--- config.mk ---
export PLATFORM = sky130hd
export DESIGN_NAME = pi_req_queue
export DESIGN_NICKNAME = d
export VERILOG_FILES = /design/src/rtl/pi_req_queue.sv
export SDC_FILE = /design/constraint.sdc
export NUM_CORES = 1
export LEC_CHECK = 0
export CORE_MARGIN = 1
export CORE_UTILIZATION = 53
export DETAILED_ROUTE_END_ITERATION = 8
export PLACE_DENSITY = 0.72
export SETUP_SLACK_MARGIN = 0.02
export SYNTH_ARGS = -nofsm -noshare
export SYNTH_HDL_FRONTEND = slang
export SYNTH_SLANG_ARGS = --single-unit
--- constraint.sdc ---
create_clock -name sys_clk -period 5.1 [get_ports sys_clk]
set_input_delay 1.02 -clock sys_clk [delete_from_list [all_inputs] [get_ports sys_clk]]
set_output_delay 1.02 -clock sys_clk [all_outputs]
set_load 0.005 [all_outputs]
--- src/rtl/pi_req_queue.sv ---
`default_nettype none
// +--------------------------------------------------------------------------+
// | Module  : pi_req_queue                                                   |
// | Brief   : Pi register-write decoder feeding a bus-request FIFO with a    |
// |           registered head, in-flight tracking and busy indication.       |
// |           Define PI_REQ_QUEUE_OVF_EN to enable the sticky overflow flag. |
// | Revision: 1.0 - initial release                                          |
// +--------------------------------------------------------------------------+
module pi_req_queue #(
  parameter int DEPTH = 4
) (
  input  logic                   sys_clk,
  input  logic                   sys_rst,
  input  logic                   pi_wr_falling,
  input  logic [2:0]             pi_a,
  input  logic [15:0]            pi_data_in,
  output logic                   q_valid,
  input  logic                   q_ready,
  output logic [23:0]            q_addr,
  output logic [1:0]             q_size,
  output logic                   q_read,
  output logic [2:0]             q_fc,
  output logic [31:0]            q_data,
  input  logic                   q_done,
  output logic                   busy,
  output logic [$clog2(DEPTH):0] count,
  output logic                   full,
  output logic                   empty,
  output logic                   ovf
);

  localparam int c_aw = $clog2(DEPTH);
  localparam int c_cw = c_aw + 1;
  localparam int c_ew = 62;  // {fc, read, size, addr, data}
  localparam logic [c_aw-1:0] c_ptr_one = c_aw'(1);
  localparam logic [c_cw-1:0] c_cnt_one = c_cw'(1);
  localparam logic [c_cw-1:0] c_depth   = c_cw'(DEPTH);

  logic [c_ew-1:0] r_mem [DEPTH];
  logic [c_aw-1:0] r_rd_ptr;
  logic [c_aw-1:0] r_wr_ptr;
  logic [c_cw-1:0] r_count;
  logic            r_q_valid;
  logic [c_ew-1:0] r_head;
  logic            r_inflight;
  logic            r_busy;
  logic [15:0]     r_data_lo;
  logic [15:0]     r_data_hi;
  logic [15:0]     r_addr_lo;

  logic            w_commit;
  logic            w_full;
  logic            w_pop;
  logic            w_push;
  logic [c_cw-1:0] w_remain;
  logic [c_cw-1:0] w_count_nxt;
  logic [c_aw-1:0] w_rd_nxt;
  logic [c_ew-1:0] w_new_entry;
  logic [c_ew-1:0] w_head_nxt;
  logic            w_inflight_nxt;

  assign w_commit    = pi_wr_falling && (pi_a == 3'd3);
  assign w_full      = (r_count == c_depth);
  assign w_pop       = r_q_valid && q_ready;
  assign w_push      = w_commit && (!w_full || w_pop);
  assign w_remain    = w_pop ? (r_count - c_cnt_one) : r_count;
  assign w_count_nxt = w_push ? (w_remain + c_cnt_one) : w_remain;
  assign w_rd_nxt    = w_pop ? (r_rd_ptr + c_ptr_one) : r_rd_ptr;
  assign w_new_entry = {pi_data_in[13:11], pi_data_in[10], pi_data_in[9:8],
                        pi_data_in[7:0], r_addr_lo, r_data_hi, r_data_lo};

  // The head register reloads from the new commit when nothing older survives
  // this cycle, otherwise from the next stored entry after a pop.
  always_comb begin
    w_head_nxt = r_head;
    if (w_push && (w_remain == '0)) begin
      w_head_nxt = w_new_entry;
    end else if (w_pop && (w_remain != '0)) begin
      w_head_nxt = r_mem[w_rd_nxt];
    end
  end

  // A done in the pop cycle belongs to the previous entry, so pop wins.
  always_comb begin
    w_inflight_nxt = r_inflight;
    if (w_pop) begin
      w_inflight_nxt = 1'b1;
    end else if (q_done) begin
      w_inflight_nxt = 1'b0;
    end
  end

  always_ff @(posedge sys_clk) begin
    if (w_push) begin
      r_mem[r_wr_ptr] <= w_new_entry;
    end
  end

  always_ff @(posedge sys_clk or posedge sys_rst) begin
    if (sys_rst) begin
      r_rd_ptr   <= '0;
      r_wr_ptr   <= '0;
      r_count    <= '0;
      r_q_valid  <= 1'b0;
      r_head     <= '0;
      r_inflight <= 1'b0;
      r_busy     <= 1'b0;
      r_data_lo  <= '0;
      r_data_hi  <= '0;
      r_addr_lo  <= '0;
    end else begin
      r_rd_ptr   <= w_rd_nxt;
      if (w_push) begin
        r_wr_ptr <= r_wr_ptr + c_ptr_one;
      end
      r_count    <= w_count_nxt;
      r_q_valid  <= (w_count_nxt != '0);
      r_head     <= w_head_nxt;
      r_inflight <= w_inflight_nxt;
      r_busy     <= (w_count_nxt != '0) || w_inflight_nxt;
      if (pi_wr_falling) begin
        case (pi_a)
          3'd0:    r_data_lo <= pi_data_in;
          3'd1:    r_data_hi <= pi_data_in;
          3'd2:    r_addr_lo <= pi_data_in;
          default: ;
        endcase
      end
    end
  end

`ifdef PI_REQ_QUEUE_OVF_EN
  logic r_ovf;

  always_ff @(posedge sys_clk or posedge sys_rst) begin
    if (sys_rst) begin
      r_ovf <= 1'b0;
    end else if (w_commit && w_full && !w_pop) begin
      r_ovf <= 1'b1;
    end else if (pi_wr_falling && (pi_a == 3'd5)) begin
      r_ovf <= 1'b0;
    end
  end

  assign ovf = r_ovf;
`else
  assign ovf = 1'b0;
`endif

  assign q_valid = r_q_valid;
  assign {q_fc, q_read, q_size, q_addr, q_data} = r_head;
  assign busy    = r_busy;
  assign count   = r_count;
  assign full    = w_full;
  assign empty   = (r_count == '0);

endmodule
`default_nettype wire

==> results of run 1 <==
worst max path at each step:
stage / from / endpoint
2_1_floorplan: sys_rst / busy$_DFF_PP0_
3_3_place_gp: q_ready / r_head[1]$_DFFE_PP0P_
3_5_place_dp: q_ready / r_head[8]$_DFFE_PP0P_
4_1_cts: q_valid$_DFF_PP0_ / r_head[8]$_DFFE_PP0P_
5_1_grt: q_valid$_DFF_PP0_ / r_head[8]$_DFFE_PP0P_
6_report: q_valid$_DFF_PP0_ / r_head[8]$_DFFE_PP0P_
sequential cells by signal (all words and copies together) (netlist names):
name        cells
r_data_hi      16
busy            1
r_rd_ptr        2
r_data_lo      16
r_addr_lo      16
r_inflight      1
r_mem         248
r_wr_ptr        2
r_head         62
q_valid         1
count           3
layout by cell type, fill, tap and decap left out, types with 7 or more instances in the layout:
master | synthesis | routed
sky130_fd_sc_hd__ha_1 | 8 | 8
sky130_fd_sc_hd__o41ai_1 | 13 | 13
sky130_fd_sc_hd__a221o_1 | 45 | 45
sky130_fd_sc_hd__nand2_1 | 8 | 7
sky130_fd_sc_hd__a211oi_1 | 164 | 164
sky130_fd_sc_hd__nor4_1 | 40 | 40
sky130_fd_sc_hd__a21boi_1 | 13 | 13
sky130_fd_sc_hd__dfrtp_1 | 120 | 119
sky130_fd_sc_hd__inv_1 | 14 | 13
sky130_fd_sc_hd__clkdlybuf4s50_1 | 0 | 91
sky130_fd_sc_hd__nor2_1 | 55 | 55
sky130_fd_sc_hd__clkbuf_1 | 58 | 7
sky130_fd_sc_hd__buf_4 | 8 | 17
sky130_fd_sc_hd__mux2_2 | 49 | 49
sky130_fd_sc_hd__edfxtp_1 | 248 | 248
sky130_fd_sc_hd__clkbuf_16 | 0 | 41
sky130_fd_sc_hd__mux2i_1 | 23 | 23
sky130_fd_sc_hd__and3_1 | 200 | 200
cell families after synthesis:
family	count (synthesis)	synth area share (%)
flops	368	64.5
simple gates	338	12.3
compound gates	272	13.5
buf+inv	130	3.64
mux	75	5.24
fa+ha+maj	8	0.617
xor+xnor	4	0.262
other cells	1	0.0231
power by group:
group / internal (mW) / switching, mW
sequential: 3.73 / 0.561
clock: 1.83 / 1.13
combinational: 1.53 / 1.70
total: 7.09 / 3.39
layer usage:
layer	GRT usage, %	share of wire, %	up-vias
met3	3.93	7.6	64
met5	0	0	-
li1	-	-	4859
met4	9.12	2.4	0
met2	43.7	48	526
met1	37.3	42	5703
cell type report:
cell class              count  area, um2  share of cell area [%]
clock buffers              52       1110                    5.91
well taps                 390        488                    2.60
multi-input cells         698       5270                    28.1
flip-flops and latches    368      10500                    55.8
inverters                  14       57.6                   0.307
repair buffers            112       1120                    5.97
clock inverters            17        244                    1.30
critical path: cells and delay by family, from the launching register on:
| kind | cells | cell delay, ns |
|---|---|---|
| simple gates | 1 | 0.25 |
| buf+inv | 2 | 1.50 |
| compound gates | 3 | 0.84 |
| flops | 1 | 0.79 |
metrics by stage:
| stage | util (%) | area [um2] | instances | hold WS, ns | total power [mW] |
|---|---|---|---|---|---|
| 6_report | 62.7 | 18700 | 1651 | 0.524 | 10.5 |
| 5_1_grt | 62.7 | 18700 | 1651 | 0.545 | 11.0 |
| 4_1_cts | 62.7 | 18700 | 1651 | 0.522 | 10.5 |
| 3_5_place_dp | 58.2 | 17400 | 1582 | 0.505 | 7.53 |
| 3_3_place_gp | 58.2 | 17400 | 1582 | 0.498 | 7.46 |
| 2_1_floorplan | - | 16200 | 1196 | 0.485 | 6.20 |
==> run summary, run 1 <==
Counting stages on the worst path, the most repeated cell is sky130_fd_sc_hd__buf_4. Startpoint kind of the worst setup timing path: a flop. The tools report the total of hold buffers inserted after clock tree synthesis as 0.

In this run the deepest clock path goes through 3 buffers. Max-cap violations in this run came to 0. The endpoint identified for the worst register-to-register timing path is r_head[8]$_DFFE_PP0P_.

The run gives 53 as the post-synthesis cell type count. The worst register-to-register path has a depth of 6. The actual transition at the worst max-transition pin came out at 1.15 ns. The maximum resistive drop on vdd was 0.000412 V; the summed instance area of the synthesized netlist was 16,200 um2.

The flip-flop and latch count after synthesis works out to 368. STA classifies the critical path endpoint as a flop. The tools report the detailed placement HPWL as 21,500 um. Counting flops with an async set or reset pin after synthesis yields a share of 32.6%. The total number of vias was 11,200. In the synthesized netlist, the cells that appear most often are sky130_fd_sc_hd__edfxtp_1 (248), sky130_fd_sc_hd__and3_1 (200), sky130_fd_sc_hd__a211oi_1 (164). The clock edge transition at the registers on the reported setup and hold paths works out to 0.06 ns. Once the clock tree was built, the resizer swapped 0 gates to a different size. The depth of the worst hold-timing path is 1. The run finished with clean final reports. For this run, design rule violations remaining after detail routing come to 0. The number of clock buffers added by TritonCTS is 38. The post-route netlist has 12.2% of its cells at a drive strength greater than 1. Dividing the detail-routed wire length by the instance count gives 25.3 um. The signal on the critical path passes through nand2_4 -> buf_4 -> buf_4 -> a211oi_1 -> o41ai_1 -> a21boi_1. Summed over all instances, the cell type with the most area after synthesis is sky130_fd_sc_hd__edfxtp_1. The tools report the overall global routing resource usage as 26.9%. In this run, synthesis inferred 248 flip-flops with an integrated enable. Of the available clock period, the critical path in the final layout requires 68.9%. Headroom to the max-slew limit came out at 23.3%. The number of max-slew violations in the final report is 0, and the number of clock sinks is 368. In this run the most critical hold path is launched from r_head[14]$_DFFE_PP0P_. Number of global-route vias before repair: 11,000. On the worst path, the slowest cell contributes a delay of 0.87 ns. Relative to the synthesized area, the layout overhead comes to 15.6%. Each instance of the synthesized netlist takes up on average 13.6 um2.

Among all cell types in the netlist, the one instantiated most often is sky130_fd_sc_hd__edfxtp_1. The logs give 64.5% for the sequential fraction of the synthesis area and 41,800 um for the total wire length. The count of endpoints failing hold in the final timing report is 0, and the summed negative setup slack over all endpoints is 0 ns.

The floorplan step defined a core boundary enclosing 29,900 um2. Post-CTS timing repair inserted 0 buffers for setup. STA puts the critical path data arrival time at 3.96 ns. At the later pin of the worst-skew pair, clock insertion delay measures 0.53 ns. Entering global routing, the biggest net connects 101 pins.

The run gives 0 as the number of nets still failing antenna checks after routing. The H-tree generated during clock tree synthesis spans 2 levels. The synthesized design devotes to its leading area cell type 45.9% of total area. The first global-routing pass estimated 63,900 um of wire.

In the synthesized netlist, the number of instances is 1,196. Pre-CTS setup slack: 1.37 ns. The antenna diode count is 0. Largest driver fanout on the critical path: 92. The routed design could run at a clock period as short as 3.51 ns.

The total number of yosys warnings was 0. The logs give 0.0112 ns for the worst clock skew and 0.771 for the final RePlAce weighted congestion. Yosys attributes the largest share of cell area to sky130_fd_sc_hd__edfxtp_1 (46%), sky130_fd_sc_hd__dfrtp_1 (19%), sky130_fd_sc_hd__and3_1 (7.7%), sky130_fd_sc_hd__a211oi_1 (7.6%), sky130_fd_sc_hd__mux2_2 (3.4%). Setup violations remaining at the end of the flow were counted as 0.

The power density over the cells works out to 560 nW/um2. TritonCTS built the clock tree. The highest clock frequency the design can meet was 0.285 GHz. Endpoint of the worst hold-timing path: r_head[14]$_DFFE_PP0P_. Synthesis produced a netlist with a net count of 1,228. The number of buffers added on ports came out at 92. Most instantiated flip-flop cell in the synthesis netlist: sky130_fd_sc_hd__edfxtp_1. Setup repair after global routing left no endpoint under its margin. The worst hold path belongs to the class reg2reg. Measured along the x axis, the die boundary spans 177 um.

The worst register-to-register path has a setup slack of 1.59 ns. The tools report the die footprint as 31,300 um2. The initial antenna violation count is 1, and the floorplan die height is 177 um. The fill cell instance count of the final layout came out at 2,190. The logs give 1,105 for the initial detailed-routing violation count and 7.06 nW for the cell leakage power.

For the number of detailed-route iterations in the first pass, the log shows 6. By startpoint and endpoint, the worst setup path is classified as reg2reg. The logs give 54.3% for the initial core utilization and 1,264 for the number of nets in the final layout.

The worst register-to-register path begins at q_valid$_DFF_PP0_. Across all setup checks in the final design, the least slack found is 1.59 ns. After global routing the overflow that remains totals 0. Clock tree synthesis selected as its root buffer the cell sky130_fd_sc_hd__clkbuf_16. For this design, the slowest cell found on the critical path is sky130_fd_sc_hd__buf_4.

For the row count, the log shows 63. For the number of top-level design ports, the log shows 94. STA puts the critical path data required time at 5.55 ns. The average vias per placed instance came out at 6.75.
Note: power is estimated with default switching activity, not from simulation.
==> inputs of run 2 (changes only) <==
Clock period 5.1 ns to 3.5 ns, I/O delays scaled along.
==> run 2 against run 1 <==
Against the previous run:
- utilization is 0.84 points higher
- count of clock-buffer cells in the layout is 3 higher
- first-iteration DRC count is 2.4% higher
- via count is 0.74% lower
- die area stayed put
- power is 45% higher
- routed wire length is 1.9% lower
- cell area is 1.3% higher
- critical endpoint is now q_valid
- clock power is 38% higher
==> run summary, run 2 (synthesis results as in run 1) <==
The run finished with clean final reports. For this design, the CTS-stage hold fixing added 0 buffers. The layout overhead on the synthesized area came out at 17.1%. No sink is reached through more buffers than the 3 on the longest clock path. After routing the design area is 19,000 um2. The tools report the number of nets in the final layout as 1,286.

Measured on the finished design, the core utilization comes to 63.6%. Row count: 63. The library cells used most frequently in the layout, excluding fill and tap cells, are sky130_fd_sc_hd__edfxtp_1 (248), sky130_fd_sc_hd__and3_1 (200), sky130_fd_sc_hd__a211oi_1 (164). The power density over the cells is 802 nW/um2, and the x dimension of the die is 177 um. STA puts the critical path data arrival time at 2.42 ns. Adding up every negative setup slack in the final design gives 0 ns. The startpoint kind of the worst setup timing path was a flop. In this run the number of H-tree levels came out at 2. Counting tap cells, the placed design contains a total of 1,603 instances. Worst hold slack across all endpoints: 0.506 ns. After clock tree synthesis, the clock-pin slew on the worst setup and hold paths is 0.06 ns. The die footprint was 31,300 um2. The run gives 0.53 ns as the clock network latency to the later pin of the worst-skew pair. The clock period minus final worst setup slack is 3.12 ns. Clock tree synthesis inserted a total of 39 buffers.

For this run, the top clock speed supported by timing is 0.320 GHz. Entering global routing, the biggest net connects 127 pins. The routed layout has 11,100 vias. Measured against its own limit, the worst slew margin works out to 26.2%. The cell class contributing the biggest share of worst-path delay was buffers and inverters. On the worst path, the slowest cell contributes a delay of 0.77 ns. In this run the clock root is driven by a sky130_fd_sc_hd__clkbuf_16.

The number of detailed-route iterations in the first pass is 5, and the flip-flop count of the largest register after layout is 248. The logs give 0 for the count of endpoints failing hold in the final timing report and 368 for the number of clock sinks. During I/O placement, the number of pins put on the boundary was 94.

Leaving out fill and tap cells, the most frequent cell in the layout is sky130_fd_sc_hd__edfxtp_1. The number of buffers added on ports came out at 92. Walking the worst path, the cells encountered are buf_4 -> clkdlybuf4s50_1. Timing analysis after detailed placement gives a worst setup slack of 0.526 ns. The first routing iteration left 1,131 violations.

The largest registers in the layout are r_mem x248, r_head x62. The initial core utilization came out at 54.3%. Data on the critical path is required at its endpoint by 2.80 ns. TritonCTS built the clock tree. The placed instances occupy a cell area of 17,700 um2. The number of max-slew violations in the final report was 0.

After global routing the overflow that remains totals 0. The actual transition at the worst max-transition pin works out to 1.11 ns. The worst-case IR drop observed on VDD is 0.000520 V. Post-CTS timing repair inserted 0 buffers for setup. The number of maximum-capacitance violations is 0, and the floorplan die height is 177 um. For the antenna diode count, the log shows 0.

The category of the most critical setup path was reg2out. For the total wire length, the log shows 41,000 um. In the final routed layout, each cell accounts on average for 24.5 um.

After the flow finishes, the layout carries non-filler instances totaling 1,674. Worst hold-check path type: reg2reg. The worst path uses 89.2% of the clock period. Counting flops per register, the top entry is r_mem. The tools report the worst clock skew as 0.0199 ns. For flop-to-flop paths, the worst setup slack is 0.68 ns. The wire-length estimate of the detail-placed layout is 23,400 um. The cell at the slowest stage of the critical path was sky130_fd_sc_hd__buf_4. First-pass GRT wire length: 63,800 um. The run gives 0 as the number of failing setup endpoints in the final timing report. The number of nets still failing antenna checks after routing was 0; the average vias per placed instance was 6.61.

For the setup slack of the critical path after layout, the log shows 0.379 ns. The layout has 2,124 filler cells. The number of global-route vias before repair is 11,000. The design draws 15.2 mW.

The analysis attributes to cell leakage a power of 7.18 nW. The buffering stage count on the worst path with inverters included was 2; the initial antenna violation count was 1. The run gives 0 as the number of DRC violations after detailed routing.

The floorplan step defined a core boundary enclosing 29,900 um2. STA classifies the critical path endpoint as an output port. Setup repair after global routing left no endpoint under its margin. The largest driver fanout on the critical path works out to 126. Routability-driven placement finished with a final weighted congestion of 0.789. In this run, post-CTS repair resized a total of 0 instances. Across every metal layer, demand over resource in global routing totals 26.9%. Of the cells placed in the final design, the portion with a size suffix greater than 1 is 13.6%.
[run 2: report_power, final]
part / total (mW) / internal, mW / switching (mW)
Clock: 4.09 / 2.43 / 1.65
Combinational: 5.12 / 2.39 / 2.73
Sequential: 6.03 / 5.43 / 0.594
[run 2: area by class of cell]
class / instances / area, um2 / share of cell area (%)
clock buffers: 55 / 1110 / 5.83
inverters: 14 / 56.3 / 0.297
well taps: 390 / 488 / 2.57
repair buffers: 133 / 1460 / 7.71
flip-flops and latches: 368 / 10500 / 55.1
clock inverters: 16 / 168 / 0.883
multi-input cells: 698 / 5250 / 27.7
[run 2: worst paths after layout]
check,start,end,cells past startpoint
min,r_head[61]$_DFFE_PP0P_,r_head[61]$_DFFE_PP0P_,2
max in group asynchronous,sys_rst,r_head[57]$_DFFE_PP0P_,3
max,q_valid$_DFF_PP0_,q_valid,2
max reg2reg,count[0]$_DFF_PP0_,r_head[57]$_DFFE_PP0P_,9
min reg2reg,r_head[61]$_DFFE_PP0P_,r_head[61]$_DFFE_PP0P_,2
min in group asynchronous,sys_rst,r_data_hi[6]$_DFFE_PP0P_,3
[run 2: tightest hold or removal path, delay by kind of cell, from the launching register on]
kind          cells  cell delay, ns
simple gates      2            0.13
flops             1            0.34
[run 2: layer usage]
layer	wire length [um]	track usage, %	up-vias	share of wire (%)
met4	1050	8.58	0	2.6
met2	19700	43.2	476	48
met3	2790	3.48	69	6.8
met5	0	0	-	0
li1	-	-	4898	-
met1	17500	38.1	5626	43
==> inputs of run 3 (changes only) <==
Settings changed: ABC_AREA from default to 1.
==> run 3 against run 2 <==
Against the previous run:
- clock skew is 0.0098 ns lower
- sequential power decreased by 3%
- count of clock-buffer cells in the layout rose by 2
- cell area shrank 4.1%
- power is 1.3% lower
- area after synthesis decreased by 4.2%
- hold slack worse by 0.033 ns
- routed wire length down 12%
- combinational power is essentially flat
- via count is 2.8% lower
- first-iteration DRC count decreased by 15%
==> run summary, run 3 <==
The run gives 0 as the number of max-slew violations in the final report. The element type at the critical path end was a flop. The number of top-level design ports was 94; the total congestion overflow was 0.

The initial core utilization is 53.9%, and the die footprint is 30,000 um2. Setup repair after global routing left no endpoint under its margin. At the pin with the least slew margin, the transition time is 0.821 ns. The worst setup path is of the in2reg kind. VDD sags by at most 0.000532 V.

The logs give 0.892 ns for the setup slack of the critical path after layout and 57,500 um for the first-pass GRT wire length. The number of buffers added on ports was 92; the number of global-route vias before repair was 10,700. Counting the buffers created by CTS gives 38. Once placement completed, the tool counted placed cells totaling 1,915.

The total area inside the core boundary comes to 28,800 um2. Entering global routing, the biggest net connects 118 pins. The initial antenna violation count was 0. The flip-flop count of the largest register after layout is 248, and the clock edge transition at the registers on the reported setup and hold paths is 0.06 ns.

Along the worst path, the maximum fanout reaches 54. The floorplan die height is 173 um. Data on the critical path arrives at its endpoint at 3.06 ns. STA classifies the critical path startpoint as an input pin. In this run the horizontal extent of the chip is 173 um. After the last flow step, the layout net total stands at 1,603.

The synthesized design devotes to its leading area cell type 48.0% of total area. For the number of maximum-capacitance violations, the log shows 0. The clock period minus final worst setup slack was 2.61 ns. Number of synthesized flops with an enable pin: 248. The cell taking the most area after synthesis is sky130_fd_sc_hd__edfxtp_1. The average vias per placed instance is 5.42, and the count of endpoints failing hold in the final timing report is 0. For the setup slack of the most critical reg-to-reg path, the log shows 1.03 ns.

The run gives 0 as the total number of yosys warnings. In the global route stage, overall resource usage came out at 24.7%. The power density over the cells was 825 nW/um2; the total wire length was 36,100 um.

Post-CTS repair changed the size of 0 cells. By count the netlist is led by sky130_fd_sc_hd__nand2_1 (503), sky130_fd_sc_hd__edfxtp_1 (248), sky130_fd_sc_hd__nand3_1 (192). TritonCTS built the clock tree. The depth of the worst hold-timing path works out to 2. Counting flops with an async set or reset pin after synthesis yields a share of 32.6%. Summing all multi-input logic gate instances after layout gives 4190 um2.

The worst slew margin relative to its limit was 45.2%. The worst clock skew was 0.0101 ns. For the sequential cell area, the log shows 10,500 um2.

In this run the critical register-to-register path is captured at r_head[11]$_DFFE_PP0P_. The longest clock path from root to sink contains 3 buffers. For this design the static power due to leakage is 7.84 nW. Once layout is complete, the cells apart from fillers number 1,985. A synthesized cell averages 10.4 um2. In the final layout, the registers with the most flip-flops are r_mem x248, r_head x62.

The critical hold path startpoint was r_inflight$_DFF_PP0_. After floorplanning, the core was divided into 62 placement rows. The leading cell type in the layout, fill and taps excluded was sky130_fd_sc_hd__nand2_1. Net count of the mapped netlist: 1,525. The total number of vias was 10,800; the detailed placement HPWL was 20,000 um.

The H-tree generated during clock tree synthesis spans 2 levels. The top register by number of flip-flops was r_mem. After synthesis the netlist holds a flip-flop and latch count of 368. The worst register-to-register path begins at count[0]$_DFF_PP0_.

After detailed routing, the average wire length per cell comes to 18.2 um. The number of DRC violations after detailed routing was 0. The run finished with clean final reports. The pre-CTS setup slack came out at 0.352 ns. The logs give 2,205 for the fill cell instance count of the final layout and 67.3% for the sequential fraction of the synthesis area. The number of post-CTS setup repair buffers came out at 0.

In the layout the commonest cells are sky130_fd_sc_hd__nand2_1 (502), sky130_fd_sc_hd__edfxtp_1 (248), sky130_fd_sc_hd__nand3_1 (191). STA puts the critical path data required time at 3.95 ns. Cell at the root of the clock tree: sky130_fd_sc_hd__clkbuf_16. The post-route netlist has 6.50% of its cells at a drive strength greater than 1. The post-synthesis cell type count is 26.

Yosys attributes the largest share of cell area to sky130_fd_sc_hd__edfxtp_1 (48%), sky130_fd_sc_hd__dfrtp_1 (19%), sky130_fd_sc_hd__nand2_1 (12%), sky130_fd_sc_hd__nand3_1 (6.2%), sky130_fd_sc_hd__inv_1 (3.5%). The worst hold-check path type was reg2reg. The run gives 0.52 ns as the clock network latency to the later pin of the worst-skew pair. The summed negative setup slack over all endpoints is 0 ns, and the initial detailed-routing violation count is 966. The most frequently used cell type in the post-synthesis netlist was sky130_fd_sc_hd__nand2_1. Synthesis produced a netlist whose cell count is 1,493. In this run the cell area of the synthesized design comes to 15,500 um2. CTS saw 368 sinks. The path with the worst hold slack has its endpoint at r_inflight$_DFF_PP0_. The logs give 0.760 for the final RePlAce weighted congestion and 5 for the number of detailed-route iterations in the first pass. The tools report the antenna diode count as 0. Static timing analysis puts the maximum clock frequency at 0.383 GHz.

Once detail routing completed, the nets flagged for antenna violations numbered 0. The layout overhead on the synthesized area was 17.3%. The run gives 0 as the total of hold buffers inserted after clock tree synthesis. The most used flip-flop cell after synthesis is sky130_fd_sc_hd__edfxtp_1.

The ratio of final minimum period to clock period is 74.5%, and the number of failing setup endpoints in the final timing report is 0. The logic depth of the worst register-to-register path was 12.
run 3: cell types whose count changed after synthesis, sizes merged, moves of 49 or more:
cell,before,now
o21ai,6,105
mux2,49,0
inv,14,150
and3,200,0
a211oi,164,0
nand3,5,193
nand2,9,506
nand3b,1,62
run 3: layout make-up:
| cell class | count | share of cell area, % |
|---|---|---|
| well taps | 384 | 2.64 |
| inverters | 150 | 3.11 |
| multi-input cells | 892 | 23.0 |
| flip-flops and latches | 368 | 57.4 |
| clock inverters | 13 | 0.776 |
| repair buffers | 121 | 6.94 |
| clock buffers | 57 | 6.13 |
run 3: power breakdown:
part | switching [mW] | total, mW | internal, mW
Sequential | 0.475 | 5.84 | 5.37
Clock | 1.61 | 4.04 | 2.43
Combinational | 3.18 | 5.14 | 1.96
Total | 5.26 | 15.0 | 9.77
run 3: worst max-delay path, cell delays in order:
cell and delay (ns):
sky130_fd_sc_hd__clkdlybuf4s50_1 0.58, sky130_fd_sc_hd__nand2_2 0.15, sky130_fd_sc_hd__o21ai_0 0.31, sky130_fd_sc_hd__ha_1 0.27
sky130_fd_sc_hd__nand2_1 0.08, sky130_fd_sc_hd__nand2_2 0.08, sky130_fd_sc_hd__nand2_1 0.06, sky130_fd_sc_hd__inv_2 0.04
sky130_fd_sc_hd__buf_4 0.53, sky130_fd_sc_hd__nand2_1 0.13, sky130_fd_sc_hd__nand2_1 0.10
run 3: metrics by stage:
step	power [mW]	util [%]	hold slack, ns	area (um2)
after global routing	15.9	63.3	0.496	18200
after floorplan	9.04	-	0.434	15500
after CTS	15.1	63.3	0.475	18200
after global placement	10.9	58.9	0.457	17000
final	15.0	63.3	0.473	18200
after detailed placement	11.1	58.9	0.462	17000
run 3: how the worst max path moves through the flow:
stage / start / to / slack [ns] / cells after the start
4_1_cts: q_ready / r_head[11]$_DFFE_PP0P_ / 0.88 / 11
6_report: q_ready / r_head[11]$_DFFE_PP0P_ / 0.89 / 11
5_1_grt: q_ready / r_head[56]$_DFFE_PP0P_ / 0.68 / 11
3_5_place_dp: q_ready / r_head[12]$_DFFE_PP0P_ / 0.35 / 11
3_3_place_gp: q_ready / r_head[3]$_DFFE_PP0P_ / 0.44 / 11
2_1_floorplan: pi_wr_falling / r_mem[0][0]$_DFFE_PP_ / -0.86 / 6
run 3: logic make-up after synthesis:
family | count (synthesis) | share of synthesized area [%]
xor gates and xnor gates | 6 | 0.435
buffers and inverters | 233 | 6.13
and+or+nand+nor | 771 | 22.0
adders and majority gates | 8 | 0.645
DFF | 368 | 67.3
other | 1 | 0.0242
AOI/OAI and AO/OA | 106 | 3.42
run 3: per-layer routing:
| metal | GRT usage (%) | vias up | part of all wire [%] |
|---|---|---|---|
| met5 | 0 | - | 0 |
| met4 | 8.85 | 0 | 2.9 |
| met3 | 3.21 | 78 | 5.9 |
| met2 | 42.6 | 381 | 49 |
| met1 | 32.1 | 5228 | 42 |
| li1 | - | 5077 | - |
